**config.mk**
```make
export PLATFORM = sky130hd
export DESIGN_NAME = spi_host_master
export DESIGN_NICKNAME = d
export VERILOG_FILES = /design/src/rtl/spi_host_master.sv
export SDC_FILE = /design/constraint.sdc
export NUM_CORES = 1
export LEC_CHECK = 0
export CAP_MARGIN = 20
export CORE_MARGIN = 3
export CORE_UTILIZATION = 40
export DETAILED_ROUTE_END_ITERATION = 8
export SLEW_MARGIN = 20
export SYNTH_ARGS = -nofsm -noshare
export SYNTH_HDL_FRONTEND = slang
export SYNTH_SLANG_ARGS = --single-unit
```
**constraint.sdc**
```tcl
create_clock -name clk -period 2.1 [get_ports clk]
set_clock_uncertainty 0.1 [all_clocks]
set_input_delay 0.42 -clock clk [delete_from_list [all_inputs] [get_ports clk]]
set_output_delay 0.42 -clock clk [all_outputs]
set_load 0.05 [all_outputs]
```
**src/rtl/spi_host_master.sv**
```systemverilog
// rtl/spi_host_master.sv - command-driven SPI master for an SPI slave/RAM wrapper
// Purpose: serialises 10-bit command frames MSB first on MOSI under SS_n and,
//          for read-data frames, collects one byte from MISO after a turnaround.
// Ports:
//   clk                 system clock (shared with the slave), rising edge
//   rst                 synchronous active-high reset
//   cmd_valid/cmd_ready host command handshake; cmd_data = {opcode[1:0], byte}
//   rsp_valid/rsp_data  one-cycle read response; rsp_data held until next response
//   busy                master is not idle
//   SS_n, MOSI, MISO    SPI pins towards the slave
module spi_host_master #(
    parameter int TURNAROUND = 2,
    parameter int GAP_CYCLES = 1
) (
    input  logic       clk,
    input  logic       rst,
    input  logic       cmd_valid,
    output logic       cmd_ready,
    input  logic [9:0] cmd_data,
    output logic       rsp_valid,
    output logic [7:0] rsp_data,
    output logic       busy,
    output logic       SS_n,
    output logic       MOSI,
    input  logic       MISO
);
    typedef enum logic [2:0] {IDLE, SELECT, SHIFT, TURN, RECV, RESP, GAP} state_t;

    localparam int WAIT_W = 16;
    // The IDLE cycle that accepts the next command is the last SS_n-high cycle
    // between frames, so GAP only covers the rest; RESP is the first one of a
    // read-data frame's gap.
    localparam int GAP_WR = (GAP_CYCLES > 1) ? GAP_CYCLES - 1 : 0;
    localparam int GAP_RD = (GAP_CYCLES > 2) ? GAP_CYCLES - 2 : 0;
    localparam logic [WAIT_W-1:0] TURN_LOAD   = WAIT_W'((TURNAROUND > 0) ? TURNAROUND - 1 : 0);
    localparam logic [WAIT_W-1:0] GAP_WR_LOAD = WAIT_W'((GAP_WR > 0) ? GAP_WR - 1 : 0);
    localparam logic [WAIT_W-1:0] GAP_RD_LOAD = WAIT_W'((GAP_RD > 0) ? GAP_RD - 1 : 0);

    state_t              state_q, state_d;
    logic [3:0]          cnt_q, cnt_d;
    logic [WAIT_W-1:0]   wait_q, wait_d;
    logic [9:0]          cmd_q, cmd_d;
    logic [6:0]          rx_q, rx_d;
    logic [7:0]          rsp_q, rsp_d;
    logic                ready_q;
    logic [9:0]          tx_shifted;

    assign tx_shifted = cmd_q << cnt_q;

    always_ff @(posedge clk) begin
        if (rst) begin
            state_q <= IDLE;
            cnt_q   <= 4'd0;
            wait_q  <= '0;
            cmd_q   <= 10'd0;
            rx_q    <= 7'd0;
            rsp_q   <= 8'd0;
            ready_q <= 1'b0;
        end else begin
            state_q <= state_d;
            cnt_q   <= cnt_d;
            wait_q  <= wait_d;
            cmd_q   <= cmd_d;
            rx_q    <= rx_d;
            rsp_q   <= rsp_d;
            // Ready is registered so it stays low for the whole reset period.
            ready_q <= (state_d == IDLE);
        end
    end

    always_comb begin
        state_d = state_q;
        cnt_d   = cnt_q;
        wait_d  = wait_q;
        cmd_d   = cmd_q;
        rx_d    = rx_q;
        rsp_d   = rsp_q;
        SS_n    = 1'b1;
        MOSI    = 1'b0;
        case (state_q)
            IDLE: begin
                if (cmd_valid && ready_q) begin
                    cmd_d   = cmd_data;
                    state_d = SELECT;
                end
            end
            SELECT: begin
                SS_n    = 1'b0;
                MOSI    = cmd_q[9];
                cnt_d   = 4'd0;
                state_d = SHIFT;
            end
            SHIFT: begin
                SS_n = 1'b0;
                MOSI = tx_shifted[9];
                if (cnt_q == 4'd9) begin
                    cnt_d = 4'd0;
                    if (cmd_q[9:8] == 2'b11) begin
                        if (TURNAROUND == 0) begin
                            state_d = RECV;
                        end else begin
                            wait_d  = TURN_LOAD;
                            state_d = TURN;
                        end
                    end else if (GAP_WR == 0) begin
                        state_d = IDLE;
                    end else begin
                        wait_d  = GAP_WR_LOAD;
                        state_d = GAP;
                    end
                end else begin
                    cnt_d = cnt_q + 4'd1;
                end
            end
            TURN: begin
                SS_n = 1'b0;
                if (wait_q == '0) begin
                    state_d = RECV;
                end else begin
                    wait_d = wait_q - WAIT_W'(1);
                end
            end
            RECV: begin
                SS_n = 1'b0;
                rx_d = {rx_q[5:0], MISO};
                if (cnt_q == 4'd7) begin
                    rsp_d   = {rx_q, MISO};
                    state_d = RESP;
                end else begin
                    cnt_d = cnt_q + 4'd1;
                end
            end
            RESP: begin
                if (GAP_RD == 0) begin
                    state_d = IDLE;
                end else begin
                    wait_d  = GAP_RD_LOAD;
                    state_d = GAP;
                end
            end
            GAP: begin
                if (wait_q == '0) begin
                    state_d = IDLE;
                end else begin
                    wait_d = wait_q - WAIT_W'(1);
                end
            end
            default: state_d = IDLE;
        endcase
    end

    assign cmd_ready = ready_q;
    assign rsp_valid = (state_q == RESP);
    assign rsp_data  = rsp_q;
    assign busy      = (state_q != IDLE);
endmodule

```
==> impl_results.md <==
- Failing checks: negative setup slack
- Synthesized cell area: 2420 um^2
- VDD IR max: 0.354 mV
- Final setup violation count: 1
- Register-to-Register Path Depth: 7
- Fin area: 3000 um^2
- Rel. slew slack: 60.3%
- Initial antenna violation count: 0
- Die W: 83.8 um
- Main combinational cell family by area after synthesis: simple AND/OR/NAND/NOR gates
- Num CTS Buffers: 5
- Multiplexer share of the synthesized area: 8.88%
- Top cells by area, synth: dfxtp_1 40%, nand2_1 8.5%, mux2i_1 7.0%, a21oi_1 6.6%, nor2_1 2.9%
- Power Dens Cells: 588 nW/um^2
- Avg Inst Size Synth: 8.50 um^2
- Synth unique cells: 54
- Global placer's final weighted congestion: 0.792
- Drt total wl: 5.47 mm
- Per-cell routed wire length: ~14 um
- # Max-Cap Violations: 0
- Vias in the first global route: 1979
- Post-route DRC: 0
- DR iter-0 viols: 128
- Critical path endpoint category: output pin
- Post-Syn Nets: between 300 and 400
- Hold-critical path depth: 2
- Worst EP required: 1.58 ns
- Async SR Flop Fraction: 0%
- Row count: 27
- Slew Viols, Final: 0
- XOR/XNOR share of the synthesized area: 1.76%
- Crit Path Max Fanout: 3
- Htree depth: 2
- PortBufs: 26
- CP Class: reg2out
- Filler Cells Inserted: 541
- Post-synth top area cell: dfxtp_1
- Max Clk Rate: 430 MHz
- Status: finished with violations
- Critical Path Source Type: flop
- Count of final hold-check violations: 0
- Clock root cell: clkbuf_8
- Worst-Margin Slew: 0.580 ns
- Fin Hold WS: 0.360 ns
- DR pass1 iterations: 4
- Mapped Cells: between 200 and 300
- Total of warnings raised by yosys: 0
- Final Core Density: between 50% and 60%
- Adder-Cell Fraction of Synth Area: roughly 1.5%
- Post-synthesis simple-gate area fraction: 28.5%
- Nets: 337
- Synth top cells by count: 55 x nand2_1, 49 x dfxtp_1, 32 x a21oi_1
- Critical Path AT: around 1.8 ns
- Flops & latches, synth: 49
- Hold-fix buffers, CTS: 0
- Core ar.: around 5700 um^2
- Sequential element share of the synthesized area: 40.5%
- Share of cells above drive strength 1: 16.6%
- DIE HEIGHT: ~84 um
- Final ANT Viol Nets: 0
- Antenna cells: 0
- Post-DP Area: 2880 um^2
- Clk slew on worst S/H paths: 0.09 ns
- Post-synth EDFFs: 0
- Leakage power: 1.15 nW
- Compound-cell area share of the yosys netlist: about 14%
- Fin crit period: 2.33 ns
- Routed vias: 2084
- CTS Buffer Depth: 2
- Top-count cell post-synth: nand2_1
- Worst skew pair latency: between 0.2 and 0.3 ns
- GRT Residual Overflow: 0
- Starting Density: 42.7%
- Final setup margin: -0.228 ns
- Die area: 7030 um^2
- HP Class: reg2reg
- Clock sink count: 49
- Ys flop type: dfxtp_1
- RSZ-0062 raised after global routing: yes
- Vias per cell: 5.32
- Total GRT Usage: 16.0%
- Largest net degree at the start of global routing: 34
- First-pass GRT wire length: approximately 9.5 mm
- CTS tree: built
- Setup TNS: -0.228 ns
- I/O pin count: 27
- Fin crit share: 111%
- Share of the synthesized area in the top cell type: 40.5%
- Area growth syn-to-layout: 23.8%
- DP Wirelength: 3.91 mm
-- area by class of cell --
| type | count | area (um^2) | share of cell area (%) |
|---|---|---|---|
| Multi-Input combinational cell | 213 | 1360 | 45.2 |
| Sequential cell | 49 | 986 | 32.9 |
| Timing Repair Buffer | 45 | 455 | 15.2 |
| Tap cell | 72 | 90.1 | 3.00 |
| Clock buffer | 6 | 82.6 | 2.75 |
| Inverter | 6 | 22.5 | 0.751 |
| Clock inverter | 1 | 7.51 | 0.250 |
-- cell families (layout without fill, tap and decap cells) --
family / Yosys count / count (layout)
flops: 49 / 49
buf+inv: 23 / 58
simple gates: 133 / 133
compound gates: 54 / 54
xor+xnor: 4 / 4
mux: 19 / 19
fa+ha+maj: 3 / 3
-- critical path, cell delays in order (launching register included) --
cell,delay (ns)
dfxtp_4,0.37
mux4_2,0.34
mux2i_1,0.07
or4_4,0.43
a21oi_4,0.15
buf_12,0.15
-- registers in the layout, summed over array words and instances (netlist names) --
signal and flops:
wait_q 16, rx_q 7, cnt_q 4, cmd_ready 1
rsp_data 8, cmd_q 10, state_q 3
-- power breakdown --
group / switching (W) / total [W] / leakage, nW / internal (W)
clock: 0.000305 / 0.000566 / 0.0433 / 0.000261
sequential: 0.0000198 / 0.000970 / 0.397 / 0.000950
combinational: 0.000120 / 0.000228 / 0.705 / 0.000107
total: 0.000445 / 0.00176 / 1.15 / 0.00132
-- stage by stage --
stage               cells  power, W  setup slack [ns]
floorplan             285   0.00112           -0.0170
global placement      384   0.00121            0.0565
detailed placement    384   0.00121           0.00471
CTS                   392   0.00178            -0.233
global route          392   0.00184            -0.260
finish                392   0.00176            -0.228
-- path summary, 6_finish.rpt --
kind / start / to / slack, ns
worst min-delay path: rsp_data[7] / rsp_data[7] / 0.36
worst max register to register: wait_q[0] / wait_q[7] / 0.02
worst min register to register: rsp_data[7] / rsp_data[7] / 0.36
worst max-delay path: cnt_q[0] / MOSI / -0.23
-- layout by cell type (no fill, tap or decap), drive strengths merged, types with 3 or more instances in the layout --
cell type,instances
ha,3
dfxtp,49
a31o,3
inv,6
clkdlybuf4s50,22
o21ai,3
a21oi,33
nor2b,4
clkbuf,6
mux2i,17
xor2,3
o41ai,3
nand4b,4
nand4,3
nand2b,8
nand3,7
buf,23
nor3,11
nor4,3
nor2,19
nand2,55
or3,4
-- what timing repair did --
item | 4_1_cts | 5_1_grt
pin swaps | 1 | 0
buffers inserted | 1 | 0
endpoints found under the setup margin | 5 | 12
resized for setup | 5 | 3
-- routing by layer --
metal  track usage, %  routed length (um)  up-vias  part of all wire (%)
li1                 -                   -     1070                     -
met1             23.4                2820      966                    52
met2             24.0                2380       41                    44
met3             3.26                 202        7                   3.7
met4             4.09                  65        0                   1.2
met5                0                   0        -                     0
No activity file was read; power rests on OpenSTA's default activity.
